<file path="src/rtl/vector_csr_unit.sv">
// vector_csr_unit: vector CSR file (vstart/vxsat/vxrm/vcsr/vl/vtype/vlenb) with VSETVL and a registered response
package vector_csr_unit_pkg;
   typedef enum logic [11:0] {
      CSR_VSTART = 12'h008,
      CSR_VXSAT  = 12'h009,
      CSR_VXRM   = 12'h00A,
      CSR_VCSR   = 12'h00F,
      CSR_VL     = 12'hC20,
      CSR_VTYPE  = 12'hC21,
      CSR_VLENB  = 12'hC22
   } csr_regs;
endpackage

module vector_csr_unit
   import vector_csr_unit_pkg::*;
#(
   parameter int XLEN = 32,
   parameter int VLEN = 256
) (
   input  logic                    clk,
   input  logic                    rst_n,
   input  logic                    req_valid,
   output logic                    req_ready,
   input  logic [2:0]              req_op,
   input  logic [11:0]             req_addr,
   input  logic [XLEN-1:0]         req_wdata,
   input  logic [XLEN-1:0]         req_vtype,
   input  logic                    req_avlmax,
   output logic                    resp_valid,
   input  logic                    resp_ready,
   output logic [XLEN-1:0]         resp_rdata,
   output logic                    resp_illegal,
   output logic [XLEN-1:0]         vl_o,
   output logic [XLEN-1:0]         vtype_o,
   output logic [$clog2(VLEN)-1:0] vstart_o,
   output logic [1:0]              vxrm_o,
   input  logic                    vxsat_set_i,
   input  logic                    vstart_clr_i
);
   localparam int VSW = $clog2(VLEN);
   localparam logic [XLEN-1:0] VILL = {1'b1, {(XLEN-1){1'b0}}};

   logic [XLEN-1:0] r_vl, r_vtype, r_rdata;
   logic [VSW-1:0]  r_vstart;
   logic [1:0]      r_vxrm;
   logic            r_vxsat, r_rvalid, r_illegal;
   logic            w_accept, w_csr, w_vset, w_ro, w_known, w_writes, w_legal, w_wr, w_vill;
   logic [XLEN-1:0] w_old, w_base, w_vlmax, w_vl_new;
   logic [VSW-1:0]  w_new;
   logic [2:0]      w_vsew, w_vlmul;

   assign req_ready = !r_rvalid || resp_ready;
   assign w_accept  = req_valid && req_ready;
   assign w_csr     = req_op < 3'd3;
   assign w_vset    = req_op == 3'd3;
   assign w_ro      = req_addr == CSR_VL || req_addr == CSR_VTYPE || req_addr == CSR_VLENB;
   assign w_known   = w_ro || req_addr == CSR_VSTART || req_addr == CSR_VXSAT ||
                      req_addr == CSR_VXRM || req_addr == CSR_VCSR;
   // set/clear with a zero mask is a pure read, which keeps read-only CSRs readable via RS/RC
   assign w_writes  = req_op == 3'd0 || req_wdata != '0;
   assign w_legal   = w_csr && w_known && !(w_ro && w_writes);
   assign w_wr      = w_accept && w_legal && w_writes;

   assign w_old = req_addr == CSR_VSTART ? XLEN'(r_vstart) :
                  req_addr == CSR_VXSAT  ? XLEN'(r_vxsat) :
                  req_addr == CSR_VXRM   ? XLEN'(r_vxrm) :
                  req_addr == CSR_VCSR   ? XLEN'({r_vxrm, r_vxsat}) :
                  req_addr == CSR_VL     ? r_vl :
                  req_addr == CSR_VTYPE  ? r_vtype :
                  req_addr == CSR_VLENB  ? XLEN'(VLEN / 8) : '0;

   // only the low VSW bits ever land in a writable CSR
   assign w_new = req_op == 3'd0 ? req_wdata[VSW-1:0] :
                  req_op == 3'd1 ? w_old[VSW-1:0] | req_wdata[VSW-1:0] :
                                   w_old[VSW-1:0] & ~req_wdata[VSW-1:0];

   assign w_vsew   = req_vtype[5:3];
   assign w_vlmul  = req_vtype[2:0];
   assign w_vill   = w_vsew > 3'd2 || w_vlmul == 3'd4 || |req_vtype[XLEN-1:8];
   assign w_base   = XLEN'(VLEN) >> (3 + w_vsew);
   assign w_vlmax  = w_vlmul[2] ? w_base >> (4'd8 - {1'b0, w_vlmul}) : w_base << w_vlmul[1:0];
   assign w_vl_new = req_avlmax || req_wdata > w_vlmax ? w_vlmax : req_wdata;

   // response register: load on accept, drop once consumed, otherwise hold stable
   always_ff @(posedge clk or negedge rst_n) begin
      if (!rst_n) begin
         r_rvalid  <= 1'b0;
         r_rdata   <= '0;
         r_illegal <= 1'b0;
      end else if (w_accept) begin
         r_rvalid  <= 1'b1;
         r_rdata   <= w_vset ? (w_vill ? '0 : w_vl_new) : (w_legal ? w_old : '0);
         r_illegal <= !w_vset && !w_legal;
      end else if (resp_ready) begin
         r_rvalid  <= 1'b0;
      end
   end

   // CSR state: ALU saturation always sticks, an explicit vstart write beats the retire clear
   always_ff @(posedge clk or negedge rst_n) begin
      if (!rst_n) begin
         r_vl     <= '0;
         r_vtype  <= VILL;
         r_vstart <= '0;
         r_vxrm   <= 2'd0;
         r_vxsat  <= 1'b0;
      end else begin
         if (w_accept && w_vset) begin
            r_vtype <= w_vill ? VILL : {{(XLEN-8){1'b0}}, req_vtype[7:0]};
            r_vl    <= w_vill ? '0 : w_vl_new;
         end
         if (w_wr && req_addr == CSR_VXRM) r_vxrm <= w_new[1:0];
         else if (w_wr && req_addr == CSR_VCSR) r_vxrm <= w_new[2:1];
         r_vxsat <= vxsat_set_i || (w_wr && (req_addr == CSR_VXSAT || req_addr == CSR_VCSR) ? w_new[0] : r_vxsat);
         if (w_wr && req_addr == CSR_VSTART) r_vstart <= w_new;
         else if ((w_accept && w_vset) || vstart_clr_i) r_vstart <= '0;
      end
   end

   assign resp_valid   = r_rvalid;
   assign resp_rdata   = r_rdata;
   assign resp_illegal = r_illegal;
   assign vl_o         = r_vl;
   assign vtype_o      = r_vtype;
   assign vstart_o     = r_vstart;
   assign vxrm_o       = r_vxrm;
endmodule

</file>
<file path="config.mk">
export PLATFORM = sky130hd
export DESIGN_NAME = vector_csr_unit
export DESIGN_NICKNAME = d
export VERILOG_FILES = /design/src/rtl/vector_csr_unit.sv
export SDC_FILE = /design/constraint.sdc
export NUM_CORES = 1
export LEC_CHECK = 0
export ABC_AREA = 1
export CAP_MARGIN = 5
export CORE_MARGIN = 5
export CORE_UTILIZATION = 45
export DETAILED_ROUTE_END_ITERATION = 8
export GPL_ROUTABILITY_DRIVEN = 0
export PLACE_DENSITY_LB_ADDON = 0.25
export SLEW_MARGIN = 15
export SYNTH_ARGS = -nofsm -noshare
export SYNTH_HDL_FRONTEND = slang
export SYNTH_SLANG_ARGS = --single-unit
</file>
<file path="constraint.sdc">
create_clock -name clk -period 1.9 [get_ports clk]
set_clock_uncertainty 0.1 [all_clocks]
set_input_delay 0.285 -clock clk [delete_from_list [all_inputs] [get_ports clk]]
set_output_delay 0.285 -clock clk [all_outputs]
set_load 0.005 [all_outputs]
</file>
==> run_results.csv, run 1 <==
group,metric,value,unit
sta,finalMaxSlewViolations,0,
logic_synthesis,syn_inst,677,
worst_hold_path,hold_path.class,"primary input to flop",
critical_path,worstPathMaxFanout,8,
power,p_seq_share,45.5,%
critical_path,required,2040,ps
critical_path,start_kind,"primary input",
critical_path,crit_path_end_kind,"flop",
clocking,clk_latency,360,ps
logic_synthesis,synthTopCellsByArea,"dfrtp_1, nand2_1, nor2_1",
die,die_h,115.5,um
die,start_util,46.04,%
sta,rsz0062_at_grt,"true",
sta,maxSlewHeadroom,63.76,%
logic_synthesis,netlist.area_leader.share,42.44,%
placement,dp_hpwl,14220,um
sta,finalSetupViolations,18,
sta,max_freq,0.3892,GHz
global_route,grt.overflow.total,0,
power,swShare,30.64,%
logic_synthesis,synth_most_common_cell,"nand2_1",
power,p_total,0.004305,W
critical_path,arrival,2710,ps
placement,numPortBuffers,171,
power,combinationalPowerShare,26.4,%
global_route,antenna_found_initial,0,
detailed_routing,vias_per_cell,5.409,
clocking,cts-root-buf,"clkbuf_8",
cells_and_area,fin_area,0.008556,sq mm
cells_and_area,layout.cells.non_filler,1139,
cells_and_area,drive_above_1_share,29.13,%
sta,worst_pin_slew,543.7,ps
die,die_w,115.5,um
clocking,h-tree-depth,3,
die,fp-row-count,38,
status,violations,"setup timing",
logic_synthesis,synth_cell_types,35,
global_route,grt_pass1_wl,30200,um
placement,dp_cells,1083,
power,p_int,0.002986,W
global_route,grt_max_degree,41,
power,power.density,503.2,mW/mm^2
critical_path,path_class,"primary input to flop",
die,ios,195,
sta,min_period_over_period,135.2,%
clocking,tritoncts,"done",
die,die_area,0.01335,sq mm
logic_synthesis,synth_edf_count,0,
logic_synthesis,ys_ff_latch,86,
power,switching_power,0.001319,W
logic_synthesis,yosys_warnings,0,
sta,period_needed,2570,ps
cells_and_area,nNetsFinal,1091,
logic_synthesis,synthArstFlopShare,100.0,%
clocking,clk_path_buf_depth,2,
logic_synthesis,netlist_top_cells_count,"nand2_1, nor2_1, dfrtp_1",
logic_synthesis,synth-main-ff-cell,"dfrtp_1",
detailed_routing,initialDrtViolationCount,568,
detailed_routing,dr.pass1.iters,6,
logic_synthesis,mappedNetlistArea,0.005012,sq mm
logic_synthesis,yosysSeqAreaShare,42.96,%
global_route,grt_pass1_vias,6174,
cells_and_area,diodes,0,
detailed_routing,wl_per_cell,17.56,um
power,p_leak,4.153,nW
clocking,numCtsBuffers,9,
cells_and_area,syn_to_final_growth,70.69,%
placement,dpl_cell_area,0.007617,sq mm
global_route,grtUsageTotal,28.62,%
clocking,path_clk_slew,90,ps
power,ir_worst_vdd,0.3449,mV
power,clock_power_share,28.2,%
sta,worst_slack,-669.7,ps
status,status,"finished with violations",
sta,hold_viol,0,
detailed_routing,vias,6161,
logic_synthesis,syn_avg_cell_area,7.404,sq um
detailed_routing,ant_nets,0,
detailed_routing,drc,0,
run,maxCapViolations,0,
die,core,0.01089,sq mm
logic_synthesis,yosysTopAreaCell,"dfrtp_1",
detailed_routing,wl,20000,um
clocking,clock-sinks,86,
layer usage:
layer  routed length, um  track usage [%]  up-vias
met5                   0                0        -
li1                    -                -     2811
met1                7254            33.79     2902
met4                 860            11.82        0
met2               10340            51.04      367
met3                1550            5.431       81
cells in the final DEF (no fill, tap or decap), types with 18 or more instances in the layout:
cell / count
clkdlybuf4s50_1: 117
nor2_1: 71
nor2_2: 18
nand3_1: 47
dlygate4sd2_1: 38
nand2_2: 21
conb_1: 23
inv_1: 64
buf_4: 139
nand2_1: 153
dfrtp_1: 85
o21ai_0: 23
registers in the layout, indices dropped and copies added, names as in the netlist:
register,cells
resp_rdata,32
vl_o,32
vtype_o,9
vstart_o,8
vxrm_o,2
r_vxsat,1
resp_illegal,1
resp_valid,1
what timing repair did:
item                                    CTS  global route
gates cloned                              2             1
endpoints found under the setup margin   57            54
buffers inserted                         29             7
hold buffers                              1             0
pin swaps                                73            60
resized for setup                       125            89
hold endpoints to repair                 36             0
logic make-up (layout without fill, tap and decap cells):
| group | Yosys count | in the layout | synth area share, % |
|---|---|---|---|
| flops | 86 | 86 | 42.96 |
| fa+ha+maj | 11 | 11 | 2.746 |
| buf+inv | 119 | 417 | 10.96 |
| simple gates | 374 | 376 | 32.68 |
| other cells | 1 | 23 | 0.07482 |
| compound gates | 86 | 86 | 10.58 |
worst max-delay path, stage by stage:
cell      delay [ps]
buf_8            110
clkinv_8          40
buf_8            100
nand4_1          210
buf_4            220
and2_4           160
nand2_2           50
o211ai_1         140
ha_1             260
a21oi_2          150
o21a_1           150
nand2_1           90
nand2_1           60
nand2_1           50
nand2_1          100
nand2_2           90
buf_6            150
o211ai_1         210
nand2_1           80
power groups by stage:
stage / Combinational (W) / Sequential (W) / Clock [W]
floorplan: 0.000352 / 0.00199 / 0
global placement: 0.000907 / 0.00199 / 0
detailed placement: 0.000940 / 0.00199 / 0
CTS: 0.00101 / 0.00196 / 0.00122
global route: 0.00122 / 0.00197 / 0.00130
finish: 0.00114 / 0.00196 / 0.00121
stage by stage:
step                      utilization [%]  TNS (ps)  hold slack, ps  setup WS (ps)
after global routing                78.58    -13170           249.4         -771.2
after detailed placement            69.96    -49300           199.6          -1547
after global placement              69.96    -44970           196.5          -1335
after floorplan                         -    -10870          -110.6         -667.5
final                               78.58    -11090           245.4         -669.7
after CTS                           75.12     -8090           215.0         -496.6
final cells by class:
cell class	instances	area [sq um]
fillers	779	2332
well taps	140	175.2
repair buffers	317	2849
repair inverters	1	5.005
clock inverters	6	52.55
flip-flops and latches	86	2153
multi-input cells	496	2840
clock buffers	10	127.6
inverters	83	352.8
path summary, 6_finish.rpt:
kind	from	to	slack, ps	cells after the start
max in group asynchronous	rst_n	vl_o[9]	760	3
hold / removal	req_vtype[1]	vtype_o[1]	250	4
hold reg to reg	resp_rdata[30]	resp_rdata[30]	390	2
setup reg to reg	resp_valid	vl_o[6]	20	9
setup / recovery	req_vtype[0]	resp_rdata[0]	-670	19
min in group asynchronous	rst_n	resp_rdata[13]	340	2
No activity file was read; power rests on OpenSTA's default activity.
==> inputs of run 2 (changes only) <==
--- a/config.mk
+++ b/config.mk
@@ -7,12 +7,12 @@
 export LEC_CHECK = 0
 export ABC_AREA = 1
 export CAP_MARGIN = 5
-export CORE_MARGIN = 5
 export CORE_UTILIZATION = 45
 export DETAILED_ROUTE_END_ITERATION = 8
 export GPL_ROUTABILITY_DRIVEN = 0
+export MAX_ROUTING_LAYER = met4
 export PLACE_DENSITY_LB_ADDON = 0.25
-export SLEW_MARGIN = 15
+export SLEW_MARGIN = 30
 export SYNTH_ARGS = -nofsm -noshare
 export SYNTH_HDL_FRONTEND = slang
 export SYNTH_SLANG_ARGS = --single-unit
==> run 2 against run 1 <==
Compared with the run above:
- the run ends with DRC, setup timing left
- global-route usage rose by 5.7 points
- hold slack got worse by 33 ps
- sequential power barely moved
- total power rose by 8.4%
- combinational power barely moved
- flip-flop and latch count did not move
- worst setup slack got worse by 190 ps
- die area fell by 13%
- highest routed layer unchanged
==> run_results.csv, run 2 (synthesis gave the netlist of run 1 again) <==
group,metric,value,unit
critical_path,worstPathMaxFanout,5,
placement,dpl_cell_area,0.007595,sq mm
sta,worst_pin_slew,506.0,ps
detailed_routing,wl_per_cell,18.86,um
placement,numPortBuffers,171,
cells_and_area,drive_above_1_share,30.34,%
die,start_util,46.24,%
critical_path,rr_startpoint,"resp_valid",
sta,maxSlewHeadroom,66.23,%
sta,max_freq,0.3625,GHz
worst_hold_path,hold_path.class,"primary input to flop",
detailed_routing,ant_nets,0,
global_route,grtUsageTotal,34.32,%
die,fp-row-count,38,
clocking,cts-root-buf,"clkbuf_8",
detailed_routing,wl,21540,um
cells_and_area,layout_common_cells,"nand2_1, buf_4, clkdlybuf4s50_1, dfrtp_1, nor2_1",
clocking,clk_latency,370,ps
critical_path,start_kind,"primary input",
run,maxCapViolations,0,
global_route,grt_pass1_wl,29730,um
die,die_area,0.01156,sq mm
sta,finalSetupViolations,19,
cells_and_area,syn_to_final_growth,75.49,%
power,p_total,0.004667,W
detailed_routing,initialDrtViolationCount,639,
placement,dp_hpwl,13480,um
die,die_w,107.5,um
clocking,clock-sinks,86,
detailed_routing,dr.pass1.iters,7,
sta,hold_viol,0,
cells_and_area,multiInputGateArea,0.002912,sq mm
sta,worst_slack,-858.8,ps
status,status,"finished with violations",
clocking,tritoncts,"done",
cells_and_area,mostFrequentLayoutCell,"nand2_1",
cells_and_area,regArea,0.002153,sq mm
critical_path,arrival,2900,ps
detailed_routing,vias,6522,
die,die_h,107.5,um
critical_path,path_class,"primary input to flop",
critical_path,required,2040,ps
clocking,clk_path_buf_depth,2,
global_route,grt_pass1_vias,6157,
global_route,grt.overflow.total,0,
clocking,numCtsBuffers,9,
status,violations,"DRC, setup timing",
worst_hold_path,hp-start,"req_vtype[0]",
clocking,h-tree-depth,3,
power,p_leak,4.408,nW
sta,min_period_over_period,145.2,%
sta,finalMaxSlewViolations,0,
die,core,0.01084,sq mm
clocking,path_clk_slew,100,ps
power,power.density,530.6,mW/mm^2
cells_and_area,final_core_util,81.14,%
power,ir_worst_vdd,0.3672,mV
detailed_routing,vias_per_cell,5.711,
critical_path,crit_path_end_kind,"flop",
cells_and_area,fin_area,0.008796,sq mm
sta,rsz0062_at_grt,"true",
cells_and_area,fillers,653,
global_route,grt_max_degree,38,
global_route,antenna_found_initial,0,
sta,period_needed,2759,ps
placement,dp_slack,-1496,ps
cells_and_area,diodes,0,
die,ios,195,
sta,setup_tns,-12970,ps
cells_and_area,nNetsFinal,1094,
critical_path,crit_start,"req_vtype[2]",
detailed_routing,drc,2,
==> run 2: timing repair <==
| item | CTS | global route |
|---|---|---|
| setup buffers | 34 | 10 |
| hold buffers | 1 | 0 |
| hold endpoints to repair | 29 | 0 |
| pin swaps | 72 | 72 |
| endpoints found under the setup margin | 58 | 54 |
| resized for setup | 142 | 108 |
| gates cloned | 1 | 0 |
==> run 2: worst max-delay path, cell delays in order <==
cell             delay [ps]
clkdlybuf4s15_1         270
ha_4                    360
inv_4                    60
a21oi_2                 140
a21oi_2                  80
ha_1                    310
nand2_1                  80
nor4_1                  360
nand4_1                 170
nand2_2                 120
nand2_4                  90
buf_6                   140
o211ai_1                300
nand2_1                 130
==> run 2: per-layer routing <==
metal	track usage, %	up-vias	wire length (um)
li1	-	2806	-
met1	39.44	3053	7599
met2	57.88	526	10880
met3	6.235	137	1921
met4	16.44	0	1139
met5	-	-	0
==> run 2: worst paths after layout <==
check                           depth (start not counted)  slack, ps             end
worst min-delay path                                    4        210      vtype_o[0]
min in group asynchronous                               2        290         r_vxsat
worst min register to register                          2        390  resp_rdata[13]
worst max register to register                          8       -190         vl_o[7]
max in group asynchronous                               3        780   resp_rdata[2]
worst max-delay path                                   14       -860         vl_o[7]
==> run 2: cell type report <==
type,count,area share [%]
clock buffer,9,1.408
tap,140,1.991
multi-input combinational,494,33.10
inverter,83,3.997
timing repair buffer,323,33.71
sequential,86,24.48
clock inverter,7,1.309
==> run 2: where the power goes <==
| group | internal, W | total (W) | leakage (nW) | switching (W) |
|---|---|---|---|---|
| Combinational | 0.000595 | 0.00117 | 3.11 | 0.000573 |
| Sequential | 0.00191 | 0.00196 | 1.18 | 0.0000511 |
| Clock | 0.000774 | 0.00154 | 0.117 | 0.000767 |
| Total | 0.00328 | 0.00467 | 4.41 | 0.00139 |
==> run 2: stage by stage <==
stage	cells	hold slack, ps
final	1142	212.1
after global routing	1142	218.8
after CTS	1132	233.0
after detailed placement	1080	150.2
after global placement	1080	142.9
after floorplan	699	-110.6
